### src/rtl/outbox.sv
// -----------------------------------------------------------------------------
// outbox -- byte FIFO between the CPU OUTBOX instruction and an external consumer
//
// The CPU pushes the accumulator byte iR on every cycle that wO is high. The
// consumer takes the head byte oData whenever oValid and iRd are both high.
// oData is first-word-fall-through: the head byte is always presented
// combinationally from storage. When the FIFO is empty, oData is forced to
// 8'h00.
//
// Parameters:
//   DEPTH   number of 8-bit entries (power of two, >= 2), default 8
//
// Ports:
//   clk     system clock, rising edge
//   rst_n   asynchronous active-low reset
//   iR      byte to push (raw accumulator value)
//   wO      push strobe, one push per high cycle
//   iRd     consumer ready; a pop happens when oValid && iRd
//   oFull   count == DEPTH (stalls further OUTBOX instructions)
//   oEmpty  count == 0
//   oCount  number of stored entries
//   oData   head entry, 8'h00 while empty
//   oValid  oData holds a valid entry (== !oEmpty)
//   oOvf    sticky overflow flag
//
// Build option:
//   OUTBOX_OVERFLOW_FLAG_EN  when defined, oOvf sets on any push dropped
//                            because the FIFO was full, and holds until reset.
//                            When undefined, oOvf is tied to 0.
// -----------------------------------------------------------------------------
module outbox #(
  parameter int DEPTH = 8
) (
  input  logic                   clk,
  input  logic                   rst_n,
  input  logic [7:0]             iR,
  input  logic                   wO,
  input  logic                   iRd,
  output logic                   oFull,
  output logic                   oEmpty,
  output logic [$clog2(DEPTH):0] oCount,
  output logic [7:0]             oData,
  output logic                   oValid,
  output logic                   oOvf
);

  localparam int PTR_W = $clog2(DEPTH);
  localparam int CNT_W = PTR_W + 1;
  localparam logic [CNT_W-1:0] FULL_CNT = CNT_W'(DEPTH);

  // Pointer wrap relies on natural binary roll-over, so DEPTH must be 2^n.
  if (DEPTH < 2 || (DEPTH & (DEPTH - 1)) != 0) begin : g_bad_depth
    $error("outbox: DEPTH must be a power of two and at least 2");
  end

  logic [7:0]       mem_q [DEPTH];
  logic [PTR_W-1:0] wr_ptr_q, wr_ptr_d;
  logic [PTR_W-1:0] rd_ptr_q, rd_ptr_d;
  logic [CNT_W-1:0] count_q, count_d;

  logic empty;
  logic full;
  logic pop;
  logic push;

  // Status is decoded from the registered count only, so there is no
  // combinational path from wO or iRd to any status output.
  assign empty = (count_q == '0);
  assign full  = (count_q == FULL_CNT);

  // A pop needs a byte already stored; a byte pushed this cycle is not yet
  // visible, so push+ready into an empty FIFO only pushes.
  assign pop  = !empty && iRd;
  // A full FIFO still accepts a push when a pop frees a slot in the same cycle.
  assign push = wO && (!full || pop);

  // NOTE: every signal assigned in always_comb gets a default first so no
  // path leaves it unassigned, which would infer a latch.
  always_comb begin
    wr_ptr_d = wr_ptr_q;
    rd_ptr_d = rd_ptr_q;
    count_d  = count_q;

    if (push) wr_ptr_d = wr_ptr_q + PTR_W'(1);
    if (pop)  rd_ptr_d = rd_ptr_q + PTR_W'(1);

    unique case ({push, pop})
      2'b10:   count_d = count_q + CNT_W'(1);
      2'b01:   count_d = count_q - CNT_W'(1);
      default: count_d = count_q;
    endcase
  end

  // NOTE: sequential state uses non-blocking assignments so every flop samples
  // the pre-edge values of the others, regardless of statement order.
  always_ff @(posedge clk or negedge rst_n) begin
    if (!rst_n) begin
      wr_ptr_q <= '0;
      rd_ptr_q <= '0;
      count_q  <= '0;
    end else begin
      wr_ptr_q <= wr_ptr_d;
      rd_ptr_q <= rd_ptr_d;
      count_q  <= count_d;
    end
  end

  // NOTE: storage has no reset; entries are only ever read after being
  // written, and oData is masked to zero while empty. A write landing on the
  // edge where reset is held is harmless: count stays 0, so that byte is
  // overwritten before it can be read.
  always_ff @(posedge clk) begin
    if (push) mem_q[wr_ptr_q] <= iR;
  end

`ifdef OUTBOX_OVERFLOW_FLAG_EN
  logic ovf_q, ovf_d;
  logic drop;

  // A push that is neither accepted nor covered by a same-cycle pop is lost.
  assign drop = wO && full && !pop;

  always_comb begin
    ovf_d = ovf_q | drop;
  end

  always_ff @(posedge clk or negedge rst_n) begin
    if (!rst_n) ovf_q <= 1'b0;
    else        ovf_q <= ovf_d;
  end

  assign oOvf = ovf_q;
`else
  assign oOvf = 1'b0;
`endif

  assign oFull  = full;
  assign oEmpty = empty;
  assign oValid = !empty;
  assign oCount = count_q;
  assign oData  = empty ? 8'h00 : mem_q[rd_ptr_q];

endmodule

### config.mk
export PLATFORM = sky130hd
export DESIGN_NAME = outbox
export DESIGN_NICKNAME = d
export VERILOG_FILES = /design/src/rtl/outbox.sv
export SDC_FILE = /design/constraint.sdc
export NUM_CORES = 1
export LEC_CHECK = 0
export CORE_ASPECT_RATIO = 0.6
export CORE_UTILIZATION = 41
export DETAILED_ROUTE_END_ITERATION = 6
export PLACE_DENSITY_LB_ADDON = 0.1
export SKIP_LAST_GASP = 1
export SYNTH_ARGS = -nofsm -noshare
export SYNTH_HDL_FRONTEND = slang
export SYNTH_SLANG_ARGS = --single-unit
### constraint.sdc
create_clock -name clk -period 2.9 [get_ports clk]
set_input_delay 0.29 -clock clk [delete_from_list [all_inputs] [get_ports clk]]
set_output_delay 0.29 -clock clk [all_outputs]
set_load 0.01 [all_outputs]
After elaboration in Yosys (flattened, before gate mapping) --
Memories as Yosys holds them, arrays and structs flattened. Cells that the tools add are included.
Word-level totals: flip-flop bits (word level) 10, memory bits (writable) 64, input bits 12, output and inout port bits 16, logic and storage cells 22, memories kept 1
Memory list:
- mem_q | depth 8, width 8, rd ports 1, clocked after memory_dff 0, wr ports 1, RTL line 56 | logic [7:0] mem_q [DEPTH];
Operators by class: $add $sub $neg 4, eq/ne operators 3, mux-type cells 4, reductions and logical operators 7
Operators by type and width (number):
- 8-bit 2-to-1 mux | 1
- 4-bit one-hot mux with 2 select lines | 1
- 3-bit by 1-bit adder with 3-bit output (second input constant) | 2
- 4-bit by 1-bit adder with 4-bit output (second input constant) | 1
- 4-bit == test (second input constant) | 1
- 4-bit zero test | 1
- 4-bit by 1-bit subtractor with 4-bit output (second input constant) | 1
- 2-bit by 1-bit == test with 1-bit output (second input constant) | 1
- 2-bit == test (second input constant) | 1
- 1-bit logical AND | 2
- 1-bit zero test | 2
- 1-bit 2-to-1 mux | 2
- 2-bit nonzero test | 1
- 1-bit logical OR | 1

Logic depth before layout (Yosys ltp) --
word-level depth 7, gate-level depth with buffers 9, depth with buffers taken out 9

Worst setup path after synthesis --
No wires, ideal clock.
path type reg-to-reg, from reg count_q[0] (netlist: oCount[0]), to reg count_q[3] (netlist: oCount[3]), library setup time 0.124 ns, data arrival time 2.281 ns, data required time 2.776 ns, slack 0.495 ns, stages on the path, launching flop included 10, path buffers 0, period minus slack after synthesis 2.405 ns, cells stage by stage dfrtp_1 > nor3_4 > nand2b_2 > nand3_1 > inv_1 > ha_1 > a21o_1 > a21oi_2 > mux2_4 > a211o_1
Between the ends: longest elaborated chain between the ends 7, elaborated cells on any way between the ends 13, those cells by class 2 x add/sub; 3 x eq/ne; 1 x mux; 7 x reduce/logical
Ends and longest elaborated chain:
- start, declared | RTL line 59 | logic [CNT_W-1:0] count_q, count_d;
- start signal, assigned | RTL line 104 | count_q <= count_d;
- 4-bit zero test * | RTL line 68 | assign empty = (count_q == '0);
- 1-bit zero test *
- named net oValid | RTL line 43 | output logic oValid,
- 1-bit logical AND * | RTL line 73 | assign pop = !empty && iRd;
- 1-bit logical OR | RTL line 75 | assign push = wO && (!full || pop);
- 1-bit logical AND | RTL line 75
- 2-bit by 1-bit == test with 1-bit output / 2-bit == test (equally long branches) | RTL line 87 | unique case ({push, pop})
- 4-bit one-hot mux with 2 select lines / 2-bit nonzero test (equally long branches)
The timed path passes the listed nets; every way through them passes the cells marked *. A chain may end at the register's enable or synchronous reset.

Final worst setup path --
from reg rd_ptr_q[1], to out oData[1]
Between the ends: longest elaborated chain between the ends 2
Ends and longest elaborated chain:
- start, declared | RTL line 58 | logic [PTR_W-1:0] rd_ptr_q, rd_ptr_d;
- start signal, assigned | RTL line 103 | rd_ptr_q <= rd_ptr_d;
- memory 8 x 8 bit
- 8-bit 2-to-1 mux | RTL line 141 | assign oData = empty ? 8'h00 : mem_q[rd_ptr_q];
- end, declared | RTL line 42 | output logic [7:0] oData,
No other way between the ends.

==> flow_summary.rst <==
.. list-table::
   :header-rows: 1

   * - Metric
     - Value
   * - Status
     - finished clean
   * - Largest vdd supply drop
     - between 300 and 400 uV
   * - Clock buffers created by TritonCTS
     - 9
   * - Total power after layout
     - 0.00403 W
   * - Number of vias in the routed layout
     - 1762
   * - Number of detailed-routing iterations run before antenna repair
     - 5
   * - TritonCTS clock tree
     - done
   * - Area contributors post-synth
     - edfxtp_1 60%, mux4_2 11%, dfrtp_1 7.9%, mux2i_1 2.8%, nor2_1 2.0%
   * - CTS Hold Bufs
     - 0
   * - Maximum fanout along the worst path
     - 18
   * - CP max stage delay
     - 890 ps
   * - Setup repair after global routing missed its margin
     - false
   * - Worst slew pin tran
     - 847 ps
   * - WL final
     - between 6000 and 7000 um
   * - DP HPWL
     - roughly 4200 um
   * - Proportion of power drawn by combinational gates
     - between 30% and 40%
   * - Data arrival at the endpoint of the critical path
     - between 2000 and 2500 ps
   * - Fill cells
     - slightly above 600
   * - Cell area after synthesis
     - about 3200 sq um
   * - Final slew viol count
     - 0
   * - Via count of the first global-routing pass
     - 1828
   * - Synth unique cells
     - 40
   * - Cell internal pwr
     - ~0.0028 W
   * - Critical path data required time
     - 2610 ps
   * - Placer congestion estimate
     - 0.867
   * - Post-Synthesis Net Count
     - around 200
   * - Leakage power summed over all cells
     - between 1 and 1.5 nW
   * - Diode insertion count for antenna repair
     - 0
   * - Clock slew seen by the registers of the worst setup and hold paths
     - about 60 ps
   * - Number of instances in the synthesized netlist
     - between 150 and 200
   * - Share of final-layout standard cells stronger than drive strength 1
     - between 20% and 30%
   * - Crit start category
     - flip-flop
   * - Final instance count without filler cells
     - 334
   * - Total overflow reported by the global router
     - 0
   * - Maximum number of pins on one net before global-route repair
     - 19
   * - Part of the Yosys area used for sequential elements
     - slightly below 70%
   * - Number of DRC markers in iteration 0
     - 87
   * - Number of gates resized after CTS
     - 0
   * - Cell type with the highest aggregate area in the netlist
     - edfxtp_1
   * - Seq pwr share
     - between 30% and 40%
   * - Post-layout net count
     - roughly 240
   * - Global-route wire length before repair
     - roughly 10000 um
   * - Max frequency
     - 0.377 GHz
   * - Slowest stage cell on the critical path
     - dfrtp_1
   * - DRC violation count after routing
     - 0
   * - Wire per inst
     - 19.1 um
   * - Core outline area
     - between 7000 and 8000 sq um
   * - Number of routed nets with antenna violations
     - 0
   * - Number of placement rows
     - 24
   * - Clock power frac
     - 26.9%
   * - Worst relative slew slack
     - around 44%
   * - Initial standard-cell utilization of the core
     - a little over two fifths
   * - Sort of element at the end of the critical path
     - output port
   * - Number of sinks on the clock net
     - 74
   * - Die area
     - 8130 sq um
   * - Total setup buffers inserted after CTS
     - 0
   * - Most used flip-flop cell after synthesis
     - edfxtp_1
   * - Power dissipated by switching net loads
     - 0.00124 W
   * - Horiz. Die Dim
     - 116 um
   * - Critical Setup Path Class
     - flip-flop to output port
   * - Sequence of cells on the critical path
     - mux4_2 > mux2i_1 > nor2_1 > clkdlybuf4s50_1
   * - Switching part of the total power
     - a little under a third
   * - Die height
     - about 70 um
   * - Buffer cell driving the clock tree root
     - clkbuf_16
   * - Tot GR Track Use
     - roughly 18%
   * - Number of flops mapped to enable cells by yosys
     - 64
   * - Period minus WS final
     - approximately 2700 ps
   * - Buffers on Ports
     - 26
   * - IO Count
     - 28
   * - Synthesis-to-layout area growth
     - 22.5%
   * - Type of the most critical hold path
     - input port to asynchronous set/reset pin
   * - Number of instances in the placed design
     - 318
   * - H-tree depth reported by CTS
     - 3
   * - Clock latency on the worst-skew pair
     - ~330 ps
   * - Asr flop ratio synth
     - 13.5%
   * - Synthesis Warnings
     - 0
   * - Power Density
     - just over 1000 nW/um^2
   * - Area share of the leading cell type in the synthesized netlist
     - between 60% and 70%
   * - Final clock skew
     - 9.69 ps
   * - Post-route worst hold slack
     - about 280 ps
   * - Final number of setup-violating endpoints
     - 0
   * - Flop and latch count out of synthesis
     - 74
   * - Via density per instance
     - around 5.3
   * - Final cycle utilization of the critical path
     - about nine tenths
   * - Mean post-synth cell area
     - around 17 sq um
   * - Number of hold-slack violations in the final timing report
     - 0
   * - Max capacitance violation total
     - 0
   * - Total Negative Setup Slacks
     - 0 ps
   * - Antenna violations before repair
     - 0
   * - Maximum clock insertion buffer count
     - 2
==> routing by layer <==
| metal | vias to the layer above | routed length [um] | global-route usage [%] |
|---|---|---|---|
| met1 | 902 | 3000 | 24.2 |
| met4 | 0 | 167 | 7.12 |
| met5 | - | 0 | 0 |
| li1 | 792 | - | - |
| met2 | 48 | 2890 | 25.9 |
| met3 | 20 | 320 | 7.55 |
==> through the flow <==
stage	utilization, %	worst slack (ps)	cell area, sq um
after global placement	48.8	480	3600
final	52.8	250	3900
after floorplan	-	495	3180
after CTS	52.8	207	3900
after detailed placement	48.8	334	3600
after global routing	52.8	81.3	3900
==> cells in the mapped netlist, types with 2 or more instances <==
cell and count:
edfxtp_1 64, nor2_1 17, mux4_2 16, dfrtp_1 10, mux2i_1 9, inv_1 5, nand2_1 5, nand2b_1 5
ha_1 4, nor3_1 4, xnor2_1 4, buf_2 3, buf_4 3, mux2_2 3, nand3_1 3, o21ai_0 3
a21oi_1 2, a31oi_1 2, nor2b_1 2
==> registers in the layout, summed over array words and instances (netlist names) <==
signal	flops
oCount	4
rd_ptr_q	3
wr_ptr_q	3
mem_q	64
==> placed cells by master, fill, tap and decap left out, types with 2 or more instances in the layout <==
cell	instances
a31oi_1	2
clkbuf_16	9
o21ai_0	3
clkdlybuf4s50_1	26
clkinv_2	2
nand2_1	5
nor2_1	17
a21oi_1	2
inv_1	5
buf_4	12
mux2i_1	9
nand2b_1	5
ha_1	4
mux2_2	3
mux4_2	16
nor3_1	4
nor2b_1	2
nand3_1	3
dfrtp_1	10
xnor2_1	4
edfxtp_1	64
==> critical path: cells and delay by family, from the launching register on <==
kind / cells / cell delay (ps)
flip-flops: 1 / 890
AND/OR/NAND/NOR: 1 / 70
multiplexers: 2 / 570
buffers and inverters: 1 / 500
==> power by group through the flow <==
| stage | registers, W | logic [W] | clock network [W] |
|---|---|---|---|
| 5_1_grt | 0.00159 | 0.00151 | 0.00115 |
| 2_1_floorplan | 0.00148 | 0.000939 | 0 |
| 4_1_cts | 0.00157 | 0.00141 | 0.00110 |
| 6_report | 0.00157 | 0.00138 | 0.00108 |
| 3_3_place_gp | 0.00157 | 0.00136 | 0 |
| 3_5_place_dp | 0.00159 | 0.00140 | 0 |
==> cell type report <==
| type | instances | area (sq um) | share of cell area (%) |
|---|---|---|---|
| flip-flops and latches | 74 | 2170 | 55.7 |
| multi-input cells | 96 | 930 | 23.8 |
| repair buffers | 38 | 350 | 8.99 |
| clock buffers | 10 | 229 | 5.87 |
| well taps | 104 | 130 | 3.34 |
| clock inverters | 6 | 65.1 | 1.67 |
| inverters | 6 | 22.5 | 0.578 |
==> cells by family (layout without fill, tap and decap cells) <==
| kind of cell | Yosys count | count (layout) | share of synthesized area [%] |
|---|---|---|---|
| compound gates | 14 | 14 | 3.11 |
| mux | 29 | 29 | 15.7 |
| fa+ha+maj | 5 | 5 | 2.20 |
| buf+inv | 15 | 60 | 2.52 |
| other cells | 1 | 1 | 0.118 |
| xor+xnor | 5 | 5 | 1.38 |
| flops | 74 | 74 | 68.3 |
| simple gates | 42 | 42 | 6.72 |
==> worst paths after layout <==
path	end	slack (ps)	depth (start not counted)	startpoint
worst min register to register	wr_ptr_q[0]	520	1	wr_ptr_q[0]
worst min-delay path	wr_ptr_q[1]	280	1	rst_n
worst max register to register	oCount[3]	320	9	oCount[0]
max in group asynchronous	oCount[3]	2290	1	rst_n
min in group clk	wr_ptr_q[0]	520	1	wr_ptr_q[0]
worst max-delay path	oData[1]	250	4	rd_ptr_q[1]
Note: power is estimated with default switching activity, not from simulation.
